==> config.mk <==
export PLATFORM = sky130hd
export DESIGN_NAME = sa_feeder_flat
export DESIGN_NICKNAME = d
export VERILOG_FILES = /design/src/rtl/sa_feeder_pkg.sv /design/src/rtl/sa_feeder_if.sv /design/src/rtl/sa_feeder.sv /design/src/flat_wrapper.sv
export SDC_FILE = /design/constraint.sdc
export NUM_CORES = 1
export LEC_CHECK = 0
export ABC_AREA = 0
export CAP_MARGIN = 20
export CORE_MARGIN = 2
export CORE_UTILIZATION = 40
export CTS_CLUSTER_SIZE = 14
export DETAILED_ROUTE_END_ITERATION = 6
export PLACE_DENSITY = 0.84
export SETUP_SLACK_MARGIN = 0.15
export SLEW_MARGIN = 20
export SYNTH_ARGS = -nofsm -noshare
export SYNTH_HDL_FRONTEND = slang
export SYNTH_SLANG_ARGS = --single-unit
==> constraint.sdc <==
create_clock -name clk -period 2.4 [get_ports clk]
set_input_delay 0.36 -clock clk [delete_from_list [all_inputs] [get_ports clk]]
set_output_delay 0.36 -clock clk [all_outputs]
set_load 0.01 [all_outputs]
==> src/rtl/sa_feeder_pkg.sv <==
`default_nettype none
// ============================================================================
//  Module      : sa_pkg
//  Description : Shared definitions for the systolic-array feed stage.
//                Holds the default lane geometry, the feeder state encoding
//                and a helper that extracts one lane from a packed vector.
//  Revision    : 1.0  initial release
// ============================================================================
package sa_pkg;

    localparam int C_LANES_DEF = 4;
    localparam int C_WIDTH_DEF = 16;

    typedef enum logic [1:0] {
        IDLE   = 2'd0,
        STREAM = 2'd1,
        FLUSH  = 2'd2,
        DONE   = 2'd3
    } feeder_state_t;

    // Lane i of a packed vector of default geometry lives at [i*WIDTH +: WIDTH].
    function automatic logic [C_WIDTH_DEF-1:0] lane_slice(
        input logic [C_LANES_DEF*C_WIDTH_DEF-1:0] vec,
        input int unsigned                        lane
    );
        return vec[lane*C_WIDTH_DEF +: C_WIDTH_DEF];
    endfunction

endpackage
`default_nettype wire

==> src/rtl/sa_feeder_if.sv <==
`default_nettype none
// ============================================================================
//  Module      : sa_feeder_if
//  Description : Upstream valid/ready vector stream into the feeder.
//                master : producer (drives s_vld, s_data, s_last)
//                slave  : feeder   (drives s_rdy)
//  Ports       : none (signals only)
//  Revision    : 1.0  initial release
// ============================================================================
interface sa_feeder_if
    import sa_pkg::*;
#(
    parameter int LANES = C_LANES_DEF,
    parameter int WIDTH = C_WIDTH_DEF
) ();

    logic                   s_vld;
    logic                   s_rdy;
    logic [LANES*WIDTH-1:0] s_data;
    logic                   s_last;

    modport master (
        output s_vld,
        output s_data,
        output s_last,
        input  s_rdy
    );

    modport slave (
        input  s_vld,
        input  s_data,
        input  s_last,
        output s_rdy
    );

endinterface
`default_nettype wire

==> src/rtl/sa_feeder.sv <==
`default_nettype none
// ============================================================================
//  Module      : sa_feeder
//  Description : Upstream feed stage of the systolic array. Registers accepted
//                operand vectors onto the per-lane outputs, then injects
//                FLUSH_LEN zero beats so the skewed array drains, then pulses
//                o_done for one cycle.
//  Ports       : clk, rst      - clock, synchronous active-high reset
//                s (slave)     - upstream vector stream (s_vld/s_rdy/s_data/s_last)
//                o_vld         - beat valid to the lane delay lines
//                o_data        - lane data, lane i at [i*WIDTH +: WIDTH]
//                o_first       - first vector of operand
//                o_last        - last real vector of operand
//                o_done        - one-cycle pulse once the flush has completed
//                o_err         - sticky MAX_K overrun flag
//                o_beat_cnt    - beat counter, only with SA_FEEDER_BEAT_CNT_EN
//  Options     : SA_FEEDER_BEAT_CNT_EN adds the saturating 32-bit beat counter.
//  Revision    : 1.0  initial release
// ============================================================================
module sa_feeder
    import sa_pkg::*;
#(
    parameter int LANES     = C_LANES_DEF,
    parameter int WIDTH     = C_WIDTH_DEF,
    parameter int MAX_K     = 64,
    parameter int FLUSH_LEN = 2*LANES-2
) (
    input  wire logic                   clk,
    input  wire logic                   rst,
    sa_feeder_if.slave                  s,
    output logic                        o_vld,
    output logic [LANES*WIDTH-1:0]      o_data,
    output logic                        o_first,
    output logic                        o_last,
    output logic                        o_done,
    output logic                        o_err
`ifdef SA_FEEDER_BEAT_CNT_EN
    ,
    output logic [31:0]                 o_beat_cnt
`endif
);

    localparam int C_KW = $clog2(MAX_K + 1);
    localparam int C_FW = $clog2(FLUSH_LEN + 1);

    feeder_state_t            r_state, w_state_nxt;
    logic                     r_rdy, w_rdy_nxt;
    logic                     r_vld, w_vld_nxt;
    logic [LANES*WIDTH-1:0]   r_data, w_data_nxt;
    logic                     r_first, w_first_nxt;
    logic                     r_last, w_last_nxt;
    logic                     r_done, w_done_nxt;
    logic                     r_err, w_err_nxt;
    logic [C_KW-1:0]          r_k_cnt, w_k_cnt_nxt;
    logic [C_FW-1:0]          r_flush_cnt, w_flush_cnt_nxt;

    logic                     w_accept;
    logic [C_KW-1:0]          w_k_inc;
    logic                     w_hit_max;
    logic                     w_end;
    logic                     w_overrun;

    // s_rdy is held low in DONE and FLUSH, so accepts only happen in IDLE/STREAM.
    assign w_accept  = s.s_vld & r_rdy;
    assign w_k_inc   = (r_state == IDLE) ? C_KW'(1) : (r_k_cnt + C_KW'(1));
    assign w_hit_max = (w_k_inc == C_KW'(MAX_K));
    assign w_end     = s.s_last | w_hit_max;
    assign w_overrun = w_hit_max & ~s.s_last;

    always_comb begin
        w_state_nxt     = r_state;
        w_vld_nxt       = 1'b0;
        w_data_nxt      = r_data;
        w_first_nxt     = 1'b0;
        w_last_nxt      = 1'b0;
        w_done_nxt      = 1'b0;
        w_err_nxt       = r_err;
        w_k_cnt_nxt     = r_k_cnt;
        w_flush_cnt_nxt = r_flush_cnt;

        unique case (r_state)
            IDLE, STREAM: begin
                if (w_accept) begin
                    w_vld_nxt   = 1'b1;
                    w_data_nxt  = s.s_data;
                    w_first_nxt = (r_state == IDLE);
                    w_k_cnt_nxt = w_k_inc;
                    if (w_end) begin
                        w_last_nxt      = 1'b1;
                        w_state_nxt     = FLUSH;
                        w_flush_cnt_nxt = '0;
                    end else begin
                        w_state_nxt = STREAM;
                    end
                    if (w_overrun) begin
                        w_err_nxt = 1'b1;
                    end
                end
            end
            FLUSH: begin
                // flush_cnt counts zero beats already emitted; once all of them
                // are out, this edge raises done instead of another beat.
                if (r_flush_cnt == C_FW'(FLUSH_LEN)) begin
                    w_done_nxt  = 1'b1;
                    w_state_nxt = DONE;
                end else begin
                    w_vld_nxt       = 1'b1;
                    w_data_nxt      = '0;
                    w_flush_cnt_nxt = r_flush_cnt + C_FW'(1);
                end
            end
            DONE: begin
                w_state_nxt     = IDLE;
                w_k_cnt_nxt     = '0;
                w_flush_cnt_nxt = '0;
            end
            default: begin
                w_state_nxt = IDLE;
            end
        endcase

        // Registered from the next state so s_rdy never depends on s_vld.
        w_rdy_nxt = (w_state_nxt == IDLE) || (w_state_nxt == STREAM);
    end

    always_ff @(posedge clk) begin
        if (rst) begin
            r_state     <= IDLE;
            r_rdy       <= 1'b0;
            r_vld       <= 1'b0;
            r_data      <= '0;
            r_first     <= 1'b0;
            r_last      <= 1'b0;
            r_done      <= 1'b0;
            r_err       <= 1'b0;
            r_k_cnt     <= '0;
            r_flush_cnt <= '0;
        end else begin
            r_state     <= w_state_nxt;
            r_rdy       <= w_rdy_nxt;
            r_vld       <= w_vld_nxt;
            r_data      <= w_data_nxt;
            r_first     <= w_first_nxt;
            r_last      <= w_last_nxt;
            r_done      <= w_done_nxt;
            r_err       <= w_err_nxt;
            r_k_cnt     <= w_k_cnt_nxt;
            r_flush_cnt <= w_flush_cnt_nxt;
        end
    end

    assign s.s_rdy = r_rdy;
    assign o_vld   = r_vld;
    assign o_data  = r_data;
    assign o_first = r_first;
    assign o_last  = r_last;
    assign o_done  = r_done;
    assign o_err   = r_err;

`ifdef SA_FEEDER_BEAT_CNT_EN
    logic [31:0] r_beat_cnt;

    // Advances on the same edge that raises o_vld, so it already includes the
    // beat currently on the outputs.
    always_ff @(posedge clk) begin
        if (rst) begin
            r_beat_cnt <= '0;
        end else if (w_vld_nxt && (r_beat_cnt != '1)) begin
            r_beat_cnt <= r_beat_cnt + 32'd1;
        end
    end

    assign o_beat_cnt = r_beat_cnt;
`endif

endmodule
`default_nettype wire
==> src/flat_wrapper.sv <==
// flat-port wrapper written by rule: the top's interface ports become plain ports
module sa_feeder_flat import sa_pkg::*;
#(
    parameter int LANES     = C_LANES_DEF,
    parameter int WIDTH     = C_WIDTH_DEF,
    parameter int MAX_K     = 64,
    parameter int FLUSH_LEN = 2*LANES-2
)
  (clk, rst, o_vld, o_data, o_first, o_last, o_done, o_err, s_s_vld, s_s_data, s_s_last, s_s_rdy);
  sa_feeder_if #(.LANES(LANES), .WIDTH(WIDTH)) s_i ();
  input  wire logic clk;
  input  wire logic rst;
  output logic o_vld;
  output logic [LANES*WIDTH-1:0] o_data;
  output logic o_first;
  output logic o_last;
  output logic o_done;
  output logic o_err;
  input wire logic [$bits(s_i.s_vld)-1:0] s_s_vld;
  input wire logic [$bits(s_i.s_data)-1:0] s_s_data;
  input wire logic [$bits(s_i.s_last)-1:0] s_s_last;
  output wire logic [$bits(s_i.s_rdy)-1:0] s_s_rdy;
  assign s_i.s_vld = s_s_vld;
  assign s_i.s_data = s_s_data;
  assign s_i.s_last = s_s_last;
  assign s_s_rdy = s_i.s_rdy;
  sa_feeder #(.LANES(LANES), .WIDTH(WIDTH), .MAX_K(MAX_K), .FLUSH_LEN(FLUSH_LEN)) u_core (.clk(clk), .rst(rst), .s(s_i), .o_vld(o_vld), .o_data(o_data), .o_first(o_first), .o_last(o_last), .o_done(o_done), .o_err(o_err));
endmodule
==> out/qor.tcl, run 1 <==
set qor(timing.final.setup_violations) 0
set qor(floorplan.rows) 31
set qor(achievable-frequency_ghz) 0.516
set qor(share_comb_of_total_power_pct) 16.8
set qor(cts.htree.levels) 3
set qor(worst-endpoint-arrival_ps) 2170
set qor(ys_async_sr_fraction_pct) 0
set qor(power.switching_uw) 752
set qor(fin_setup_tns_ps) 0
set qor(final.period_utilization_pct) 80.7
set qor(post_synth.cell_area_avg_um2) 11.0
set qor(insertion_delay_ps) 340
set qor(grt_overflow) 0
set qor(layout_net_count) 467
set qor(layout.filler_cells) 564
set qor(power.leakage_uw) 0.00169
set qor(die-height_um) 89.7
set qor(synth-edff-count) 0
set qor(via_total_after_detailed_routing) 2626
set qor(max_slew.worst_pin.slew_ps) 451
set qor(fp.dieW_um) 89.7
set qor(wl_per_cell_um) 16.2
set qor(tritoncts) {yes}
set qor(cts_made_buffers) 9
set qor(wl_met2_mm) 4.01
set qor(top_reg_cell_synth) {sky130_fd_sc_hd__dfxtp_1}
set qor(postRouteAntennaNets) 0
set qor(synth_largest_area_cell) {sky130_fd_sc_hd__dfxtp_1}
set qor(final_max_slew_viol_count) 0
set qor(initial_utilization_pct) 41.0
set qor(layout_min_cycle_time_ps) 1940
set qor(p_int_uw) 2120
set qor(gr-usage-all-layers_pct) 20.3
set qor(dieArea_um2) 8050
set qor(grt_start_max_net_pins) 65
set qor(ys_types) 42
set qor(combined_area_of_all_synthesized_cells_um2) 2940
set qor(setup.worst_path.start_class) {flip-flop}
set qor(synthesis.nets) 337
set qor(worstSetupPathType) {reg2reg}
set qor(drive_gt1_share_pct) 7.73
set qor(clock_pin_slew_reported_for_the_worst_setup_and_hold_paths_after_clock_tree_synthesis_ps) 80
set qor(number_of_antenna_violations_at_the_first_check_in_global_routing) 0
set qor(detail_route.drc_violations) 0
set qor(total_power_per_unit_cell_area_nw_per_um2) 634
set qor(via_per_inst) 5.25
set qor(grt_setup_unrepaired) {false}
set qor(syn-instance-count) 266
set qor(timing.critical_path.required_ps) 2630
set qor(yosys.area.top_type_share_pct) 55.9
set qor(maxUsedRoutingLayer) {met4}
set qor(area_growth_pct) 54.2
set qor(m1_wire_length_mm) 3.45
set qor(via_count_of_the_first_global_routing_pass) 2649
set qor(antennaDiodeCount) 0
set qor(clock_skew_ps) 15.3
set qor(gp_congestion) 0.794
set qor(fp.coreArea_um2) 7180
set qor(cts.sinks) 82
set qor(timing_hold_violations_final) 0
set qor(worst_setup_path_end_kind) {flip-flop}
set qor(detailed_place_hpwl_mm) 5.71
set qor(cts_max_path_buffers) 2
set qor(synth_top_cells_by_area) {sky130_fd_sc_hd__dfxtp_1, sky130_fd_sc_hd__a22o_1, sky130_fd_sc_hd__a21oi_1}
set qor(p_clk_share_pct) 31.2
set qor(path_max_fanout) 64
set qor(run_status) {finished clean}
set qor(seq_total_area_yosys_pct) 55.9
set qor(vdd_ir_drop_max_mv) 0.292
set qor(hold_path_class) {reg2reg}
set qor(io_pins) 138
set qor(power_frac_seq_pct) 52.0
set qor(cts_repair_resize_count) 0
set qor(met3_length_um) 446
set qor(whs_ps) 478
set qor(max_cap_viol_count) 0
set qor(drt_pass1_iterations) 4
set qor(max_slew_headroom_pct) 69.9
set qor(clock-root-buffer) {sky130_fd_sc_hd__clkbuf_8}
set qor(power_switching_share_pct) 26.2
set qor(port_buffers) 137
set qor(ctsHoldBuffers) 0
set qor(detailedRoute.firstIterationViolations) 143
set qor(r2r_slack_ps) 460
set qor(synth-warning-count) 0
set qor(yosys_register_bits) 82
set qor(layout.core_utilization_pct) 63.2
set qor(post_cts_setup_repair_bufs) 0
set qor(routed_wirelength_mm) 8.12
set qor(grt_pass1_wl_mm) 13.1
## kinds of logic after synthesis
family                   after synthesis  synth area share, %
flip-flops                            82                 55.9
buffers and inverters                 26                 5.28
adder cells (fa/ha/maj)                3                 1.28
AND/OR/NAND/NOR                       50                 8.98
AO/OA/AOI/OAI                        105                 28.6
## synth_stat cells, types with 3 or more instances
cell type,instances
sky130_fd_sc_hd__buf_2,13
sky130_fd_sc_hd__nand2_1,12
sky130_fd_sc_hd__nand3_1,7
sky130_fd_sc_hd__buf_6,5
sky130_fd_sc_hd__a22o_1,64
sky130_fd_sc_hd__dfxtp_1,82
sky130_fd_sc_hd__o21ai_0,4
sky130_fd_sc_hd__nor4_1,4
sky130_fd_sc_hd__nor3_1,5
sky130_fd_sc_hd__ha_1,3
sky130_fd_sc_hd__inv_1,5
sky130_fd_sc_hd__a21oi_1,17
sky130_fd_sc_hd__nor2_1,10
## placed cells by master (no fill, tap or decap), types with 3 or more instances in the layout
cell type	n
sky130_fd_sc_hd__nor2_1	9
sky130_fd_sc_hd__nand2_1	12
sky130_fd_sc_hd__ha_1	3
sky130_fd_sc_hd__clkinvlp_4	4
sky130_fd_sc_hd__nand3_1	7
sky130_fd_sc_hd__o21ai_0	4
sky130_fd_sc_hd__clkdlybuf4s50_1	137
sky130_fd_sc_hd__inv_1	5
sky130_fd_sc_hd__dfxtp_1	82
sky130_fd_sc_hd__a22o_1	64
sky130_fd_sc_hd__clkbuf_8	9
sky130_fd_sc_hd__a21oi_1	17
sky130_fd_sc_hd__nor4_1	4
sky130_fd_sc_hd__nor3_1	5
## worst max-delay path: stages, from the launching register on
cell and delay [ps]:
sky130_fd_sc_hd__dfxtp_1 610, sky130_fd_sc_hd__and2b_2 370, sky130_fd_sc_hd__nand2_1 150, sky130_fd_sc_hd__and3_2 260, sky130_fd_sc_hd__buf_12 180, sky130_fd_sc_hd__a22o_1 220
## sequential cells by signal (all words and copies together), names as in the netlist
register and cells:
u_core.r_k_cnt 7, u_core.o_last 1, u_core.r_flush_cnt 3, u_core.o_data 64
u_core.r_state 2, u_core.o_done 1, u_core.o_err 1, u_core.o_vld 1
u_core.o_first 1, u_core.s.s_rdy 1
## through the flow
| stage | area (µm²) | total power [µW] | setup WS, ps | instances |
|---|---|---|---|---|
| final | 4530 | 2870 | 463 | 500 |
| after global placement | 4350 | 2000 | 400 | 484 |
| after global routing | 4530 | 3010 | 382 | 500 |
| after CTS | 4530 | 2910 | 496 | 500 |
| after floorplan | 2940 | 1710 | 823 | 266 |
| after detailed placement | 4350 | 2010 | 362 | 484 |
## metal layers
metal	track usage, %	up-vias
li1	-	1264
met1	24.3	1244
met2	33.4	104
met3	6.29	14
met4	9.36	0
met5	0	-
## layout make-up
cell class / instances / area [µm²] / share of cell area (%)
Tap cell: 99 / 124 / 2.73
Timing Repair Buffer: 140 / 1420 / 31.3
Clock inverter: 6 / 50.0 / 1.10
Inverter: 5 / 18.8 / 0.414
Sequential cell: 82 / 1640 / 36.2
Multi-Input combinational cell: 158 / 1150 / 25.4
Clock buffer: 10 / 128 / 2.82
## worst paths after layout
check | start | to | cells past startpoint
worst max-delay path | u_core.r_state[1] | u_core.o_data[46] | 5
worst min-delay path | u_core.o_data[30] | u_core.o_data[30] | 1
worst max register to register | u_core.r_state[1] | u_core.o_data[46] | 5
worst min register to register | u_core.o_data[30] | u_core.o_data[30] | 1
## power by group through the flow
stage	clock network (µW)	logic [µW]	registers [µW]
floorplan	0	162	1550
global route	988	514	1500
finish	896	483	1490
detailed placement	0	485	1520
CTS	928	487	1490
global placement	0	474	1520
Power figures use the tool's default switching activity.
==> run 2: changes to the inputs <==
- CORE_UTILIZATION: 40 -> 37
- PLACE_DENSITY: 0.84 -> 0.82
- clock period: 2.4 -> 1.6 ns (I/O delays scaled with it)
==> run 2 against run 1 <==
Compared with the run above:
- core utilization is 2.2 points higher
- critical path depth stayed put
- maximum frequency is 27% higher
- worst setup slack worse by 390 ps
- highest routed layer unchanged
==> out/qor.tcl, run 2 (synthesized netlist as in run 1, its figures left out) <==
set qor(run_status) {finished clean}
set qor(crit_path_cell_trace) {ha_4, nor4_4, nor3_4, nor2_4, o311a_1}
set qor(cts.htree.levels) 3
set qor(detail_route.drc_violations) 0
set qor(port_buffers) 137
set qor(r2r_slack_ps) 70
set qor(fp.coreArea_um2) 7730
set qor(tritoncts) {yes}
set qor(worst-endpoint-arrival_ps) 1780
set qor(clock-root-buffer) {sky130_fd_sc_hd__clkbuf_8}
set qor(final_cell_mix) {sky130_fd_sc_hd__dfxtp_1, sky130_fd_sc_hd__dlygate4sd2_1, sky130_fd_sc_hd__clkdlybuf4s50_1}
set qor(ctsHoldBuffers) 0
set qor(cts.sinks) 82
set qor(whs_endpoint) {u_core.o_data[59]}
set qor(gp_congestion) 0.932
set qor(timing.final.setup_violations) 0
set qor(max_cap_viol_count) 0
set qor(place.detailed.instances) 509
set qor(initial_utilization_pct) 38.0
set qor(slowest_delay_ps) 420
set qor(routed_wirelength_mm) 9.58
set qor(vdd_ir_drop_max_mv) 0.574
set qor(worst_setup_path_end_kind) {flip-flop}
set qor(worst_slack_placed_ps) -110
set qor(grt_setup_unrepaired) {true}
set qor(fp.dieW_um) 93.1
set qor(timing_hold_violations_final) 0
set qor(grt_start_max_net_pins) 34
set qor(io_pins) 138
set qor(clock_skew_ps) 16.4
set qor(clock_pin_slew_reported_for_the_worst_setup_and_hold_paths_after_clock_tree_synthesis_ps) 90
set qor(antennaDiodeCount) 0
set qor(max_slew.worst_pin.slew_ps) 320
set qor(layout_min_cycle_time_ps) 1530
set qor(area_of_all_placed_cells_without_fillers_um2) 5050
set qor(gr-usage-all-layers_pct) 20.6
set qor(wl_per_cell_um) 17.8
set qor(timing.critical_path.required_ps) 1850
set qor(cts_max_path_buffers) 2
set qor(largest_register_ff_count) 64
set qor(drt_pass1_iterations) 4
set qor(whs_ps) 472
set qor(final_max_slew_viol_count) 0
set qor(timing.final.ws_setup_ps) 70.5
set qor(grt_overflow) 0
set qor(final.period_utilization_pct) 95.6
set qor(setup.worst_path.start_class) {flip-flop}
set qor(area_growth_pct) 71.9
set qor(worstReg2RegEnd) {u_core.r_state[1]}
set qor(layout_net_count) 503
set qor(drive_gt1_share_pct) 22.0
set qor(worst_hold_path.num_cells) 1
set qor(cp_slowest_cell) {sky130_fd_sc_hd__dfxtp_4}
set qor(path_max_fanout) 7
set qor(detailed_place_hpwl_mm) 6.12
set qor(floorplan.rows) 32
set qor(via_count_of_the_first_global_routing_pass) 2846
set qor(hold_path_startpoint) {u_core.o_data[59]}
set qor(via_per_inst) 5.32
set qor(layout_commonest_cell) {sky130_fd_sc_hd__dfxtp_1}
set qor(rr_startpoint) {u_core.r_k_cnt[1]}
set qor(hold_path_class) {reg2reg}
set qor(total_power_per_unit_cell_area_nw_per_um2) 915
set qor(postRouteAntennaNets) 0
set qor(worstSetupPathType) {reg2reg}
set qor(dieArea_um2) 8670
set qor(grt_pass1_wl_mm) 14.0
set qor(number_of_antenna_violations_at_the_first_check_in_global_routing) 0
set qor(via_total_after_detailed_routing) 2869
set qor(power.leakage_uw) 0.00231
set qor(max_slew_headroom_pct) 78.6
set qor(die-height_um) 93.1
set qor(worst-r2r-cell-count) 5
set qor(detailedRoute.firstIterationViolations) 153
set qor(post_placement_cell_area_um2) 4540
set qor(achievable-frequency_ghz) 0.654
set qor(final_cell_count_no_fill) 539
set qor(cts_made_buffers) 9
set qor(insertion_delay_ps) 350
[run 2: layer usage]
metal	wire length (µm)	up-vias	GRT usage (%)
li1	-	1336	-
met1	4040	1371	25.5
met2	4630	136	33.3
met3	631	26	5.16
met4	271	0	10.4
met5	0	-	0
[run 2: per-stage QoR]
stage                     setup TNS (ps)  power (µW)  utilization, %
after detailed placement           -6360        3050            58.7
after global routing                   0        4830            65.4
after floorplan                        0        2590               -
after CTS                              0        4580            62.7
after global placement             -5200        3040            58.7
final                                  0        4620            65.4
[run 2: how the worst max path moves through the flow]
stage                     cells after the start               endpoint             startpoint  slack (ps)
after global placement                        5      u_core.o_data[41]                s_s_vld         -80
after detailed placement                      5      u_core.o_data[50]                s_s_vld        -110
final                                         5      u_core.r_state[1]      u_core.r_k_cnt[1]          70
after global routing                          6  u_core.r_flush_cnt[1]      u_core.r_k_cnt[4]           7
after floorplan                               8      u_core.o_data[35]  u_core.r_flush_cnt[0]         140
after CTS                                     5      u_core.r_state[1]      u_core.r_k_cnt[1]          50
[run 2: what timing repair did]
action                     4_1_cts  5_1_grt
setup buffers                    5        3
pin swaps                       10       12
setup endpoints to repair      143       79
resized for setup               95       19
cloned                           1        5
[run 2: critical path: cells and delay by family, from the launching register on]
kind	cells	cell delay [ps]
AOI/OAI and AO/OA	1	290
adders and majority gates	1	230
DFF	1	420
and+or+nand+nor	3	490
[run 2: layout make-up]
class / instances / area (µm²)
Multi-Input combinational cell: 158 / 1320
Inverter: 5 / 18.8
Sequential cell: 82 / 1660
Clock inverter: 6 / 73.8
Fill cell: 619 / 2670
Tap cell: 102 / 128
Timing Repair Buffer: 176 / 1720
Clock buffer: 10 / 138
[run 2: power by group]
| part | leakage [µW] | switching (µW) | internal, µW |
|---|---|---|---|
| registers | 0.000674 | 75.6 | 2160 |
| logic | 0.00153 | 336 | 473 |
| clock network | 0.000101 | 798 | 783 |
==> run 3: changes to the inputs <==
- CORE_UTILIZATION: 37 -> 40
- PLACE_DENSITY: 0.82 -> 0.84
- clock period: 1.6 -> 1.8 ns (I/O delays scaled with it)
==> run 3 against run 2 <==
Compared with the run above:
- sequential cell count stayed put
- first-iteration DRC count up 2.0%
- cell count fell by 4.6%
- register-to-register slack better by 140 ps
- highest routed layer unchanged
==> out/qor.tcl, run 3 (synthesized netlist as in run 1, its figures left out) <==
set qor(fin_setup_tns_ps) 0
set qor(postRouteAntennaNets) 0
set qor(cts_max_path_buffers) 2
set qor(drt_pass1_iterations) 4
set qor(via_count_of_the_first_global_routing_pass) 2731
set qor(clock_skew_ps) 11.3
set qor(die-height_um) 89.7
set qor(number_of_antenna_violations_at_the_first_check_in_global_routing) 0
set qor(worst_setup_path_end_kind) {flip-flop}
set qor(fp.coreArea_um2) 7180
set qor(via_per_inst) 5.27
set qor(power_switching_share_pct) 25.3
set qor(max_cap_viol_count) 0
set qor(final.period_utilization_pct) 88.2
set qor(p_clk_share_pct) 34.0
set qor(layout_net_count) 481
set qor(hold_path_class) {reg2reg}
set qor(area_growth_pct) 62.0
set qor(via_total_after_detailed_routing) 2710
set qor(detail_route.drc_violations) 0
set qor(worst_slack_placed_ps) 57.2
set qor(timing.critical_path.required_ps) 2030
set qor(tritoncts) {yes}
set qor(timing.final.ws_setup_ps) 213
set qor(max_slew_headroom_pct) 77.8
set qor(max_slew.worst_pin.slew_ps) 333
set qor(clock_pin_slew_reported_for_the_worst_setup_and_hold_paths_after_clock_tree_synthesis_ps) 80
set qor(share_comb_of_total_power_pct) 17.1
set qor(wl_per_cell_um) 17.1
set qor(cts.htree.levels) 3
set qor(grt_pass1_wl_mm) 13.4
set qor(p_int_uw) 3040
set qor(worstSetupPathType) {reg2reg}
set qor(vdd_ir_drop_max_mv) 0.447
set qor(run_status) {finished clean}
set qor(gp_congestion) 0.856
set qor(worst-endpoint-arrival_ps) 1820
set qor(timing_hold_violations_final) 0
set qor(gr-usage-all-layers_pct) 20.6
set qor(power.leakage_uw) 0.00180
set qor(slowest_delay_ps) 330
set qor(crit_path_cell_trace) {nand2_1, o211a_1, nor3_4, nor2_4, o311a_1}
set qor(detailed_place_hpwl_mm) 5.78
set qor(timing.final.setup_violations) 0
set qor(layout.filler_cells) 537
set qor(insertion_delay_ps) 350
set qor(critPathLaunch) {u_core.r_k_cnt[4]}
set qor(grt_overflow) 0
set qor(cts_made_buffers) 9
set qor(antennaDiodeCount) 0
set qor(timing.critical_path.to) {u_core.r_state[1]}
set qor(dieArea_um2) 8050
set qor(io_pins) 138
set qor(drive_gt1_share_pct) 13.7
set qor(layout.core_utilization_pct) 66.3
set qor(report.power.total_uw) 4070
set qor(post_cts_setup_repair_bufs) 0
set qor(clock-root-buffer) {sky130_fd_sc_hd__clkbuf_8}
set qor(ctsHoldBuffers) 0
set qor(total_power_per_unit_cell_area_nw_per_um2) 855
set qor(layout_min_cycle_time_ps) 1590
set qor(r2r_slack_ps) 210
set qor(power_frac_seq_pct) 48.9
set qor(power.switching_uw) 1030
set qor(path_max_fanout) 5
set qor(layout_commonest_cell) {sky130_fd_sc_hd__clkdlybuf4s50_1}
set qor(grt_start_max_net_pins) 65
set qor(setup.worst_path.start_class) {flip-flop}
set qor(worst-r2r-cell-count) 5
set qor(floorplan.rows) 31
set qor(port_buffers) 137
set qor(routed_wirelength_mm) 8.80
set qor(rr_startpoint) {u_core.r_k_cnt[4]}
set qor(fp.dieW_um) 89.7
set qor(cts.sinks) 82
set qor(largest_register_ff_count) 64
set qor(cp_slowest_cell) {sky130_fd_sc_hd__dfxtp_1}
set qor(worstReg2RegEnd) {u_core.r_state[1]}
set qor(detailedRoute.firstIterationViolations) 156
set qor(final_cell_mix) {sky130_fd_sc_hd__clkdlybuf4s50_1, sky130_fd_sc_hd__dfxtp_1, sky130_fd_sc_hd__a22o_1}
set qor(initial_utilization_pct) 41.0
set qor(grt_setup_unrepaired) {false}
set qor(achievable-frequency_ghz) 0.630
set qor(final_max_slew_viol_count) 0
## run 3: cell types whose count changed in the layout (fill, tap and decap cells not counted), moves of 4 or more
cell                              before  now
sky130_fd_sc_hd__dfxtp_4               4    0
sky130_fd_sc_hd__buf_6                 5    1
sky130_fd_sc_hd__dlygate4sd2_1        68    0
sky130_fd_sc_hd__clkdlybuf4s50_1      67  137
sky130_fd_sc_hd__dfxtp_1              73   78
sky130_fd_sc_hd__buf_4                27   13
## run 3: area by class of cell
class / instances / area [µm²] / area share [%]
flip-flops and latches: 82 / 1650 / 34.6
multi-input cells: 158 / 1210 / 25.5
clock inverters: 6 / 73.8 / 1.55
repair buffers: 154 / 1550 / 32.5
well taps: 99 / 124 / 2.60
inverters: 5 / 18.8 / 0.394
clock buffers: 10 / 138 / 2.89
## run 3: how the worst min path moves through the flow
stage,from,to,slack [ps],depth (start not counted)
after floorplan,s_s_last,u_core.o_last,390,1
after global routing,u_core.o_data[54],u_core.o_data[54],490,1
after CTS,u_core.o_data[52],u_core.o_data[52],480,1
after global placement,u_core.o_data[18],u_core.o_data[18],460,1
after detailed placement,u_core.o_data[46],u_core.o_data[46],450,1
final,u_core.o_data[48],u_core.o_data[48],480,1
## run 3: timing repair
action,4_1_cts,5_1_grt
pin swaps,0,1
gates resized for setup,3,13
setup endpoints to repair,67,75
cloned,0,2
## run 3: through the flow
step / hold slack (ps) / area, µm² / cells
final: 478 / 4760 / 514
after floorplan: 394 / 2940 / 266
after global routing: 492 / 4760 / 514
after global placement: 455 / 4440 / 496
after CTS: 479 / 4660 / 512
after detailed placement: 454 / 4440 / 496
## run 3: power by group through the flow
| stage | registers (µW) | logic, µW | clock network, µW |
|---|---|---|---|
| floorplan | 2060 | 216 | 0 |
| global placement | 2020 | 654 | 0 |
| detailed placement | 2020 | 667 | 0 |
| CTS | 1990 | 672 | 1410 |
| global route | 2000 | 739 | 1500 |
| finish | 1990 | 697 | 1390 |
## run 3: layer usage
metal  track usage [%]  routed length (µm)  up-vias
met5                 0                   0        -
li1                  -                   -     1293
met1              24.5                3590     1284
met2              34.2                4400      109
met3              5.70                 547       24
met4              10.3                 266        0
## run 3: worst max-delay path: cells and delay by family (launching register included)
kind	cells	cell delay, ps
AND/OR/NAND/NOR	3	560
AO/OA/AOI/OAI	2	590
flip-flops	1	330
